## config.mk

```make
export PLATFORM = sky130hd
export DESIGN_NAME = debug_dump_sequencer
export DESIGN_NICKNAME = d
export VERILOG_FILES = /design/src/rtl/debug_dump_sequencer.sv
export SDC_FILE = /design/constraint.sdc
export NUM_CORES = 1
export LEC_CHECK = 0
export ABC_CLOCK_PERIOD_IN_PS = 3600
export CORE_MARGIN = 8
export CORE_UTILIZATION = 54
export DETAILED_ROUTE_END_ITERATION = 8
export PLACE_DENSITY = 0.85
export SETUP_SLACK_MARGIN = 0.05
export SYNTH_ARGS = -nofsm -noshare
export SYNTH_HDL_FRONTEND = slang
export SYNTH_SLANG_ARGS = --single-unit
export TNS_END_PERCENT = 30
```

## constraint.sdc

```tcl
create_clock -name clk -period 3.6 [get_ports clk]
set_input_delay 0.72 -clock clk [delete_from_list [all_inputs] [get_ports clk]]
set_output_delay 0.72 -clock clk [all_outputs]
set_load 0.05 [all_outputs]
```

## src/rtl/debug_dump_sequencer.sv

```systemverilog
// Captures a pipeline snapshot and sends it most-significant byte first to uart_tx over tx_start/tx_done.
// DUMP_HEADER_EN: when defined, each frame starts with HEADER_BYTE.
module debug_dump_sequencer #(
  parameter int                 NB_DATA     = 8,
  parameter int                 NB_SNAPSHOT = 144,
  parameter logic [NB_DATA-1:0] HEADER_BYTE = 8'hA5
) (
  input  logic                   clk,
  input  logic                   i_rst,
  input  logic                   i_dump_req,
  input  logic [NB_SNAPSHOT-1:0] i_snapshot,
  input  logic                   i_tx_done,
  output logic                   o_tx_start,
  output logic [NB_DATA-1:0]     o_data,
  output logic                   o_busy,
  output logic                   o_dump_done
);

  localparam int NB_BYTES = NB_SNAPSHOT / NB_DATA;
`ifdef DUMP_HEADER_EN
  localparam int NB_FRAME = NB_BYTES + 1;
`else
  localparam int NB_FRAME = NB_BYTES;
`endif
  localparam int                NB_IDX   = (NB_FRAME > 1) ? $clog2(NB_FRAME) : 1;
  localparam logic [NB_IDX-1:0] LAST_IDX = NB_IDX'(NB_FRAME - 1);

  generate
    if ((NB_SNAPSHOT % NB_DATA) != 0 || $bits(HEADER_BYTE) != NB_DATA) begin : g_bad_cfg
      $error("debug_dump_sequencer: NB_SNAPSHOT must be a multiple of NB_DATA");
    end
  endgenerate

  typedef enum logic [1:0] {IDLE, SEND, WAIT, DONE} state_t;

  state_t                 state_q, state_d;
  logic [NB_IDX-1:0]      idx_q, idx_d, idx_nxt;
  logic [NB_SNAPSHOT-1:0] snap_q, snap_d;
  logic [NB_DATA-1:0]     data_q, data_d;
  logic [NB_DATA-1:0]     first_byte, next_byte;

  // Byte k of the snapshot, counted from the most-significant end.
  function automatic logic [NB_DATA-1:0] snap_byte(input logic [NB_SNAPSHOT-1:0] snap,
                                                   input logic [NB_IDX-1:0]      k);
    logic [NB_SNAPSHOT-1:0] shifted;
    shifted = snap << (NB_DATA * int'(k));
    return shifted[NB_SNAPSHOT-1 -: NB_DATA];
  endfunction

  assign idx_nxt = idx_q + NB_IDX'(1);

`ifdef DUMP_HEADER_EN
  // Frame index 0 is the header, so frame index j carries snapshot byte j-1.
  assign first_byte = HEADER_BYTE;
  assign next_byte  = snap_byte(snap_q, idx_q);
`else
  assign first_byte = i_snapshot[NB_SNAPSHOT-1 -: NB_DATA];
  assign next_byte  = snap_byte(snap_q, idx_nxt);
`endif

  always_ff @(posedge clk) begin
    if (i_rst) begin
      state_q <= IDLE;
      idx_q   <= '0;
      snap_q  <= '0;
      data_q  <= '0;
    end else begin
      state_q <= state_d;
      idx_q   <= idx_d;
      snap_q  <= snap_d;
      data_q  <= data_d;
    end
  end

  always_comb begin
    state_d = state_q;
    idx_d   = idx_q;
    snap_d  = snap_q;
    data_d  = data_q;
    unique case (state_q)
      IDLE: begin
        if (i_dump_req) begin
          snap_d  = i_snapshot;
          idx_d   = '0;
          data_d  = first_byte;
          state_d = SEND;
        end
      end
      SEND: state_d = WAIT;
      WAIT: begin
        if (i_tx_done) begin
          if (idx_q == LAST_IDX) begin
            state_d = DONE;
          end else begin
            idx_d   = idx_nxt;
            data_d  = next_byte;
            state_d = SEND;
          end
        end
      end
      DONE:    state_d = IDLE;
      default: state_d = IDLE;
    endcase
  end

  always_comb begin
    o_tx_start  = (state_q == SEND);
    o_busy      = (state_q != IDLE);
    o_dump_done = (state_q == DONE);
    o_data      = data_q;
  end

endmodule

```

# Word level (Yosys, flattened, before mapping)
# Index checks and enable logic that the tools add are counted.
# totals
ff_bits,159
word_cells,31
# op_classes
n_addsub,1
eq_ne,7
shifts,1
mux,12
reduce_logical,6
# ops
operator,count
<< shifter 144 x 8 -> 144 bit,1
2-to-1 mux 8 bit,3
one-hot mux 8 bit (2 select lines),1
2-to-1 mux 5 bit,3
one-hot mux 5 bit (2 select lines),1
one-hot mux 2 bit (4 select lines),1
2-to-1 mux 2 bit,3
inequality test 2 bit (second input constant),3
adder 5 x 1 -> 5 bit (second input constant),1
equality test 5 bit (second input constant),1
equality test 2 bit (second input constant),2
AND reduction 2 bit,2
AND reduction 4 bit,1
nonzero test 2 bit,2
equality test 2 x 1 -> 1 bit (second input constant),1
zero test 2 bit,1

# Depth between registers and ports, before layout
# Gate-level depths: netlist of the first run.
# depth
word_depth,5
mapped_depth,10

# Worst setup path after synthesis of the first run
# Ideal clock, no wire load.
# synth_path
path_kind,register -> register
startpoint,register idx_q[1]
endpoint,register data_q[1] (netlist: o_data[1])
setup_time_ps,120
t_arrival_ps,1975
t_required_ps,3480
setup_slack_ps,1506
stages_incl_launch_ff,10
path_buffers,3
synth_period_minus_slack_ps,2094
cell_sequence,dfxtp_1 inv_1 ha_1 clkbuf_2 buf_6 buf_4 mux2i_1 a22oi_1 a32o_1 o31a_1
# synth_via
elab_chain_len,5
word_cells_on_any_way,8
cone_classes,1 x add/sub; 2 x eq/ne; 1 x shift; 3 x mux; 1 x reduce/logical
# synth_lines
element,line,source
from (decl),37,"logic [NB_IDX-1:0] idx_q, idx_d, idx_nxt;"
from (signal assigned),69,idx_q <= idx_d;
adder 5 x 1 -> 5 bit,50,assign idx_nxt = idx_q + NB_IDX'(1);
<< shifter 144 x 8 -> 144 bit,46,shifted = snap << (NB_DATA * int'(k));
2-to-1 mux 8 bit,92,if (idx_q == LAST_IDX) begin
2-to-1 mux 8 bit,91,if (i_tx_done) begin
one-hot mux 8 bit (2 select lines),80,unique case (state_q)
to (signal assigned),71,data_q <= data_d;
to (decl),39,"logic [NB_DATA-1:0] data_q, data_d;"
# Several ways; a longest one is shown, not always the timed one. The select of a mux whose other input is x is not followed.
# A chain may end at the register's enable or synchronous reset.

# Final worst setup path of the first run
# layout_path
startpoint,register state_q[0]
endpoint,output port o_tx_start
# layout_via
elab_chain_len,1
# layout_lines
element,line,source
from (decl),36,"state_t state_q, state_d;"
from (signal assigned),68,state_q <= state_d;
equality test 2 x 1 -> 1 bit,107,o_tx_start = (state_q == SEND);
to (decl),13,"output logic o_tx_start,"
# Every way passes these cells.

==> summary.md, run 1 <==
| Metric | Value |
|---|---|
| Clock Path Buffers | 2 |
| Kind of critical path | flip-flop to primary output |
| Share of post-route cells with drive strength above 1 | just under 9% |
| Util after Layout | a little over two thirds |
| Int Pwr | around 3.1 mW |
| Reg2Reg Depth | 7 |
| Synth area leader | dfxtp_1 |
| Gpl congestion | roughly 0.85 |
| Vias in the first global route | roughly 6400 |
| Fmax | slightly below 400 MHz |
| Worst Hold Launch | snap_q[108] |
| Critical Path AT | 1860 ps |
| TritonCTS Buffers | 17 |
| Min cycle time layout | approximately 2600 ps |
| FFs w/ async S/R, synth | 0% |
| Critical path peak fanout | 7 |
| CTS tree | built |
| Routed WL | around 20000 µm |
| Routed Antenna Nets | 0 |
| Nets | around 1100 |
| Status | finished with violations |
| Violated checks | design-rule violations |
| Setup crit end | o_tx_start |
| Clock slew at reported path FFs | approximately 70 ps |
| DR vias | 6413 |
| Worst R2R End | o_data[0] |
| PwrDens | between 400 and 500 mW/mm² |
| Worst Tran Pin Value | 841 ps |
| Die area | between 0.015 and 0.02 mm² |
| First drt pass iteration count | 8 |
| Worst path required time | 2880 ps |
| Psw | about 1.2 mW |
| Startpoint type of the worst setup path | flip-flop |
| Max stage delay cell, worst path | clkdlybuf4s50_1 |
| H-tree depth | 4 |
| Final setup violation count | 0 |
| RSZ-0062 raised after global routing | false |
| Vias per inst | about 5.5 |
| Clock power share | 39.3% |
| Mapped Cells | around 850 |
| Yosys warning total | 0 |
| Min-delay worst type | flip-flop to flip-flop |
| Post-Syn Area | between 0.007 and 0.008 mm² |
| Sw Ratio | 27.3% |
| Crit-path max cell delay | between 800 and 900 ps |
| Gr ovfl total | 0 |
| Sequential power share | 45.6% |
| Hpwl dp | between 10000 and 15000 µm |
| Area Overhead vs Synth | 29.8% |
| Most used routing layer | met2 |
| Residual DRC | 2 |
| 1st-iter DRT viols | between 600 and 700 |
| Crit-path cells | nor2b_1, clkdlybuf4s50_1 |
| Overall Power | between 4 and 5 mW |
| Final Hold Viols | 0 |
| Post-synth top area share | between 40% and 50% |
| Crit. Startpoint | state_q[0] |
| Max Cap Viol | 0 |
| Post-synth cell types | 52 |
| Fillcell total | about 1000 |
| Num Clock Sinks | about 160 |
| Root Driver | clkbuf_16 |
| Relative slew margins | about 44% |
| Synth Register Bits | roughly 160 |
| Post-synth top cells | 300 x nand2_1, 159 x dfxtp_1, 158 x a21oi_1 |
| CP Capture Type | primary output |
| Number of port buffers | between 150 and 200 |
| First-pass GRT wire length | about 32000 µm |
| Core footprint | 0.0130 mm² |
| Rows | 42 |
| VDD IR max | just under 0.3 mV |
| Syn_nets | about 1000 |
| Final critical-path share of the clock period | 71.6% |
| Leak pwr | about 3.6 nW |
| Fin. max-slew vios | 0 |
| Worst Skew | 12.7 ps |
| Combinational power share | around 15% |
| Initial Util | between 50% and 60% |
| Met1 usage | between 20% and 30% |
| Top_reg_cell synth | dfxtp_1 |
| Post-synthesis sequential area ratio | between 40% and 50% |
| Setup bufs post-CTS | 0 |
| Worst r2r src | idx_q[1] |
| Quantity of gates resized following cts | 0 |
| Post-CTS Hold Fix Bufs | 0 |
| Clock Latency Late Sink | roughly 430 ps |
| Chip width | ~130 µm |
| Post-synth EDFFs | 0 |
| Initial antenna violation count | 0 |
| Top-count cell post-synth | nand2_1 |
| Met3 Use GR | under 10% |
| Antenna Diode Count | 0 |
| Die Ht | between 100 and 150 µm |
| Setup_tns | 0 ps |
| Met2 Resource Use GR | a little under two fifths |
| GRT Total Usage | between 20% and 30% |
| Per-cell routed wire length | roughly 17 µm |
| Avg Cell Area, Syn | a little over 8 µm² |
| Largest net degree at the start of global routing | 90 |
| Reg2Reg Setup Slack | 1090 ps |
| Top post-synthesis cells by area | dfxtp_1 45%, nand2_1 16%, a21oi_1 11% |
| I/O pin total | 159 |
## stage by stage
| step | hold WS (ps) | setup slack [ps] | cell area (µm²) | cells |
|---|---|---|---|---|
| 2_1_floorplan | 432 | 1510 | 7100 | 854 |
| 3_3_place_gp | 439 | 1160 | 8670 | 1131 |
| 3_5_place_dp | 443 | 1130 | 8670 | 1131 |
| 4_1_cts | 455 | 1010 | 9220 | 1163 |
| 5_1_grt | 471 | 940 | 9220 | 1163 |
| 6_report | 453 | 1020 | 9220 | 1163 |
## critical path: cells and delay by family (launching register included)
kind	cells	cell delay, ps
buf+inv	1	830
simple gates	1	200
flops	1	410
## cell usage in the layout, fill, tap and decap left out, types with 6 or more instances in the layout
master	instances
mux4_2	17
a22oi_1	15
a32o_1	7
a21oi_1	158
mux2_2	8
nor3_1	7
o31a_1	6
mux2i_1	37
dfxtp_1	158
buf_4	7
clkdlybuf4s50_1	157
clkbuf_16	17
a211oi_1	7
inv_1	11
nor2_1	11
nand2_1	299
## registers in the layout, indices dropped and copies added (netlist names)
register,count
idx_q,5
o_data,8
state_q,2
snap_q,144
## layer usage
layer	vias to the layer above	routed length, µm
met3	41	1300
met4	0	627
met1	2995	8350
li1	3134	-
met2	243	9630
met5	-	0
## cell type report
cell class / instances / area, µm² / share of cell area, %
flip-flops and latches: 159 / 3180 / 34.5
multi-input cells: 617 / 3540 / 38.4
inverters: 12 / 45.0 / 0.489
clock inverters: 13 / 103 / 1.11
repair buffers: 167 / 1680 / 18.3
clock buffers: 19 / 443 / 4.80
well taps: 176 / 220 / 2.39
## worst min path at each step
stage,to,slack [ps],depth (start not counted)
after floorplan,snap_q[94],430,2
after global placement,snap_q[69],440,2
after detailed placement,snap_q[69],440,2
after CTS,snap_q[108],450,2
after global routing,snap_q[101],470,2
final,snap_q[108],450,2
## power by group through the flow
stage                     registers (mW)  clock network [mW]  logic (mW)
final                               1.94                1.68       0.642
after floorplan                     1.99                   0       0.341
after global routing                1.95                1.76       0.702
after global placement              1.97                   0       0.625
after detailed placement            1.98                   0       0.634
after CTS                           1.94                1.67       0.642
## cell families after synthesis
| group | after synthesis | synth area share, % |
|---|---|---|
| and+or+nand+nor | 344 | 19.4 |
| AOI/OAI and AO/OA | 204 | 16.6 |
| DFF | 159 | 44.8 |
| buffers and inverters | 78 | 5.51 |
| muxes | 64 | 12.6 |
| xor gates and xnor gates | 3 | 0.740 |
| adders and majority gates | 2 | 0.352 |
No activity file was read; power rests on OpenSTA's default activity.
==> inputs of run 2 (changes only) <==
--- a/config.mk
+++ b/config.mk
@@ -5,11 +5,11 @@
 export SDC_FILE = /design/constraint.sdc
 export NUM_CORES = 1
 export LEC_CHECK = 0
-export ABC_CLOCK_PERIOD_IN_PS = 3600
+export ABC_CLOCK_PERIOD_IN_PS = 2300
 export CORE_MARGIN = 8
-export CORE_UTILIZATION = 54
+export CORE_UTILIZATION = 46
 export DETAILED_ROUTE_END_ITERATION = 8
-export PLACE_DENSITY = 0.85
+export PLACE_DENSITY = 0.77
 export SETUP_SLACK_MARGIN = 0.05
 export SYNTH_ARGS = -nofsm -noshare
 export SYNTH_HDL_FRONTEND = slang
==> constraint.sdc (replaced) <==
create_clock -name clk -period 2.3 [get_ports clk]
set_input_delay 0.46 -clock clk [delete_from_list [all_inputs] [get_ports clk]]
set_output_delay 0.46 -clock clk [all_outputs]
set_load 0.05 [all_outputs]
==> run 2 against run 1 <==
Net effect:
- final area up 2.8%
- the run now ends clean
- register-to-register slack got worse by 870 ps
- die area up 15%
- count of clock-buffer cells in the layout up 1
- via count is 0.19% lower
- power up 64%
- combinational power increased by 60%
- clock skew up 1.1 ps
- sequential power rose by 57%
- critical endpoint is now o_data[0]
==> summary.md, run 2 (synthesized netlist as in run 1, its figures left out) <==
| Metric | Value |
|---|---|
| Status | finished, final reports clean |
| I/O pin total | 159 (unchanged) |
| Kind of critical path | flip-flop to primary output |
| First-pass GRT wire length | 32300 µm (+2.4%) |
| Dpl cells | 1154 (+2.0%) |
| VDD IR max | 0.584 mV (+100%) |
| 1st-iter DRT viols | 631 (-6.9%) |
| Final Hold Viols | 0 (unchanged) |
| Crit-path max cell delay | 830 ps (about the same) |
| Crit path max-delay family | buffers and inverters |
| Clock slew at reported path FFs | 60 ps (about the same) |
| Die Ht | 140 µm (+7.3%) |
| Relative slew margins | 46.1% (+2.2 points) |
| Vias per inst | 5.39 (-2.2%) |
| WHS | 450 ps (-2.91 ps) |
| PwrDens | 739 mW/mm² (+60%) |
| Rows | 45 (+7.1%) |
| Number of flip-flops under the largest register name | 144 (unchanged) |
| Critical Path AT | 1660 ps (-200 ps) |
| Largest net degree at the start of global routing | 84 (-6.7%) |
| Crit. Startpoint | o_data[0] |
| RSZ-0062 raised after global routing | false |
| Gr ovfl total | 0 (unchanged) |
| Clock Path Buffers | 2 (unchanged) |
| H-tree depth | 4 (unchanged) |
| Clock Latency Late Sink | 440 ps (about the same) |
| Nets | 1136 (+1.1%) |
| Routed WL | 20400 µm (+2.6%) |
| Worst Skew | 13.8 ps (+1.08 ps) |
| Worst path required time | 1840 ps (-1040 ps) |
| First drt pass iteration count | 5 (-3) |
| Max Cap Viol | 0 (unchanged) |
| Vias in the first global route | 6284 (-1.6%) |
| Worst path bufs/invs | 1 (unchanged) |
| Num Clock Sinks | 159 (unchanged) |
| Hpwl dp | 14500 µm (+5.2%) |
| Reg2Reg Setup Slack | 220 ps (-870 ps) |
| Reg2Reg Depth | 5 (-2) |
| Final setup violation count | 0 (unchanged) |
| Initial Util | 46.9% (-7.6 points) |
| Startpoint type of the worst setup path | flip-flop |
| Worst r2r src | idx_q[2] |
| DR vias | 6401 (-0.19%) |
| Max stage delay cell, worst path | clkdlybuf4s50_1 |
| Worst Tran Pin Value | 807 ps (-33.9 ps) |
| Final critical-path share of the clock period | ~90% |
| Gpl congestion | 0.858 (+0.74%) |
| Min cycle time layout | roughly 2100 ps |
| Leak pwr | 3.71 nW (+3.8%) |
| Routed Antenna Nets | 0 (unchanged) |
| Fmax | around 470 MHz |
| Chip width | 140 µm (+7.3%) |
| Final non-filler cell total | 1187 (+2.1%) |
| Share of post-route cells with drive strength above 1 | 10.0% (+1.3 points) |
| CP Capture Type | primary output |
| Core footprint | 0.0151 mm² (+16%) |
| GRT Total Usage | 20.8% (-2.9 points) |
| Commonest non-fill, non-tap cell in the layout | nand2_1 |
| Root Driver | clkbuf_16 |
| Worst R2R End | o_data[4] |
| Min-delay worst type | flip-flop to flip-flop |
| Antenna Diode Count | 0 (unchanged) |
| Fillcell total | 1310 (+27%) |
| Initial antenna violation count | 0 (unchanged) |
| Final WS setup | 181 ps (-842 ps) |
| Overall Power | 7.00 mW (+64%) |
| Place WS | 130 ps (-997 ps) |
| CTS tree | built |
| Critical path peak fanout | 2 (-5) |
| Setup crit end | o_data[0] |
| Fin. max-slew vios | 0 (unchanged) |
| Post-CTS Hold Fix Bufs | 0 (unchanged) |
| Most frequent cells in the layout | 299 x nand2_1, 158 x a21oi_1, 158 x dfxtp_1 |
| Largest reg by FF count | snap_q |
| Die area | 0.0197 mm² (+15%) |
| TritonCTS Buffers | 17 (unchanged) |
| Cell count along the critical path | 1 (-1) |
| Number of port buffers | 158 (unchanged) |
| Setup_tns | 0 ps (unchanged) |
| Per-cell routed wire length | 17.2 µm (+0.50%) |
| Area Overhead vs Synth | 33.4% |
| Residual DRC | 0 (-2) |
| Crit-path cells | clkdlybuf4s50_1 |
[run 2: changes by cell type in the layout (fill, tap and decap cells not counted), sizes merged]
cell	delta
buf	+12
inv	-4
bufinv	+3
clkdlybuf4s50	-3
clkbuf	+2
clkinv	-1
clkinvlp	+1
dlygate4sd2	+1
dlymetal6s2s	+1
[run 2: worst min path at each step]
stage	slack, ps	endpoint	cells past startpoint	from
finish	450	snap_q[94]	2	snap_q[94]
detailed placement	440	snap_q[94]	2	snap_q[94]
floorplan	430	snap_q[94]	2	snap_q[94]
CTS	450	snap_q[94]	2	snap_q[94]
global route	470	snap_q[11]	2	snap_q[11]
global placement	440	snap_q[94]	2	snap_q[94]
[run 2: metrics by stage]
step / cell area, µm² / utilization, %
floorplan: 7100 / -
global placement: 8820 / 58.2
detailed placement: 8820 / 58.2
CTS: 9430 / 62.3
global route: 9480 / 62.6
finish: 9480 / 62.6
[run 2: repair_timing]
action                                  4_1_cts  5_1_grt
endpoints found under the setup margin        2        7
cloned                                        0        1
gates resized for setup                       1        4
buffers inserted                              0        0
[run 2: power by group]
group          leakage [nW]  internal [mW]  switching, mW
Clock                 0.293           1.77           1.15
Combinational          2.11          0.501          0.525
Sequential             1.31           2.94          0.115
[run 2: area by class of cell]
class	instances	area [µm²]	area share, %
inverters	12	45.0	0.475
repair buffers	179	1840	19.5
flip-flops and latches	159	3180	33.6
clock buffers	20	457	4.82
multi-input cells	617	3550	37.5
clock inverters	12	158	1.66
well taps	188	235	2.48
[run 2: metal layers]
layer	global-route usage (%)	vias up	wire [µm]
li1	-	3163	-
met1	26.1	2986	8900
met2	33.5	220	9930
met3	5.78	32	1160
met4	7.54	0	423
met5	0	-	0
==> inputs of run 3 (changes only) <==
--- a/config.mk
+++ b/config.mk
@@ -9,6 +9,7 @@
 export CORE_MARGIN = 8
 export CORE_UTILIZATION = 46
 export DETAILED_ROUTE_END_ITERATION = 8
+export HOLD_SLACK_MARGIN = 0.08
 export PLACE_DENSITY = 0.77
 export SETUP_SLACK_MARGIN = 0.05
 export SYNTH_ARGS = -nofsm -noshare
==> results of run 3 <==
Same layout as run 2: the final DEF is identical, and so are final timing and power.
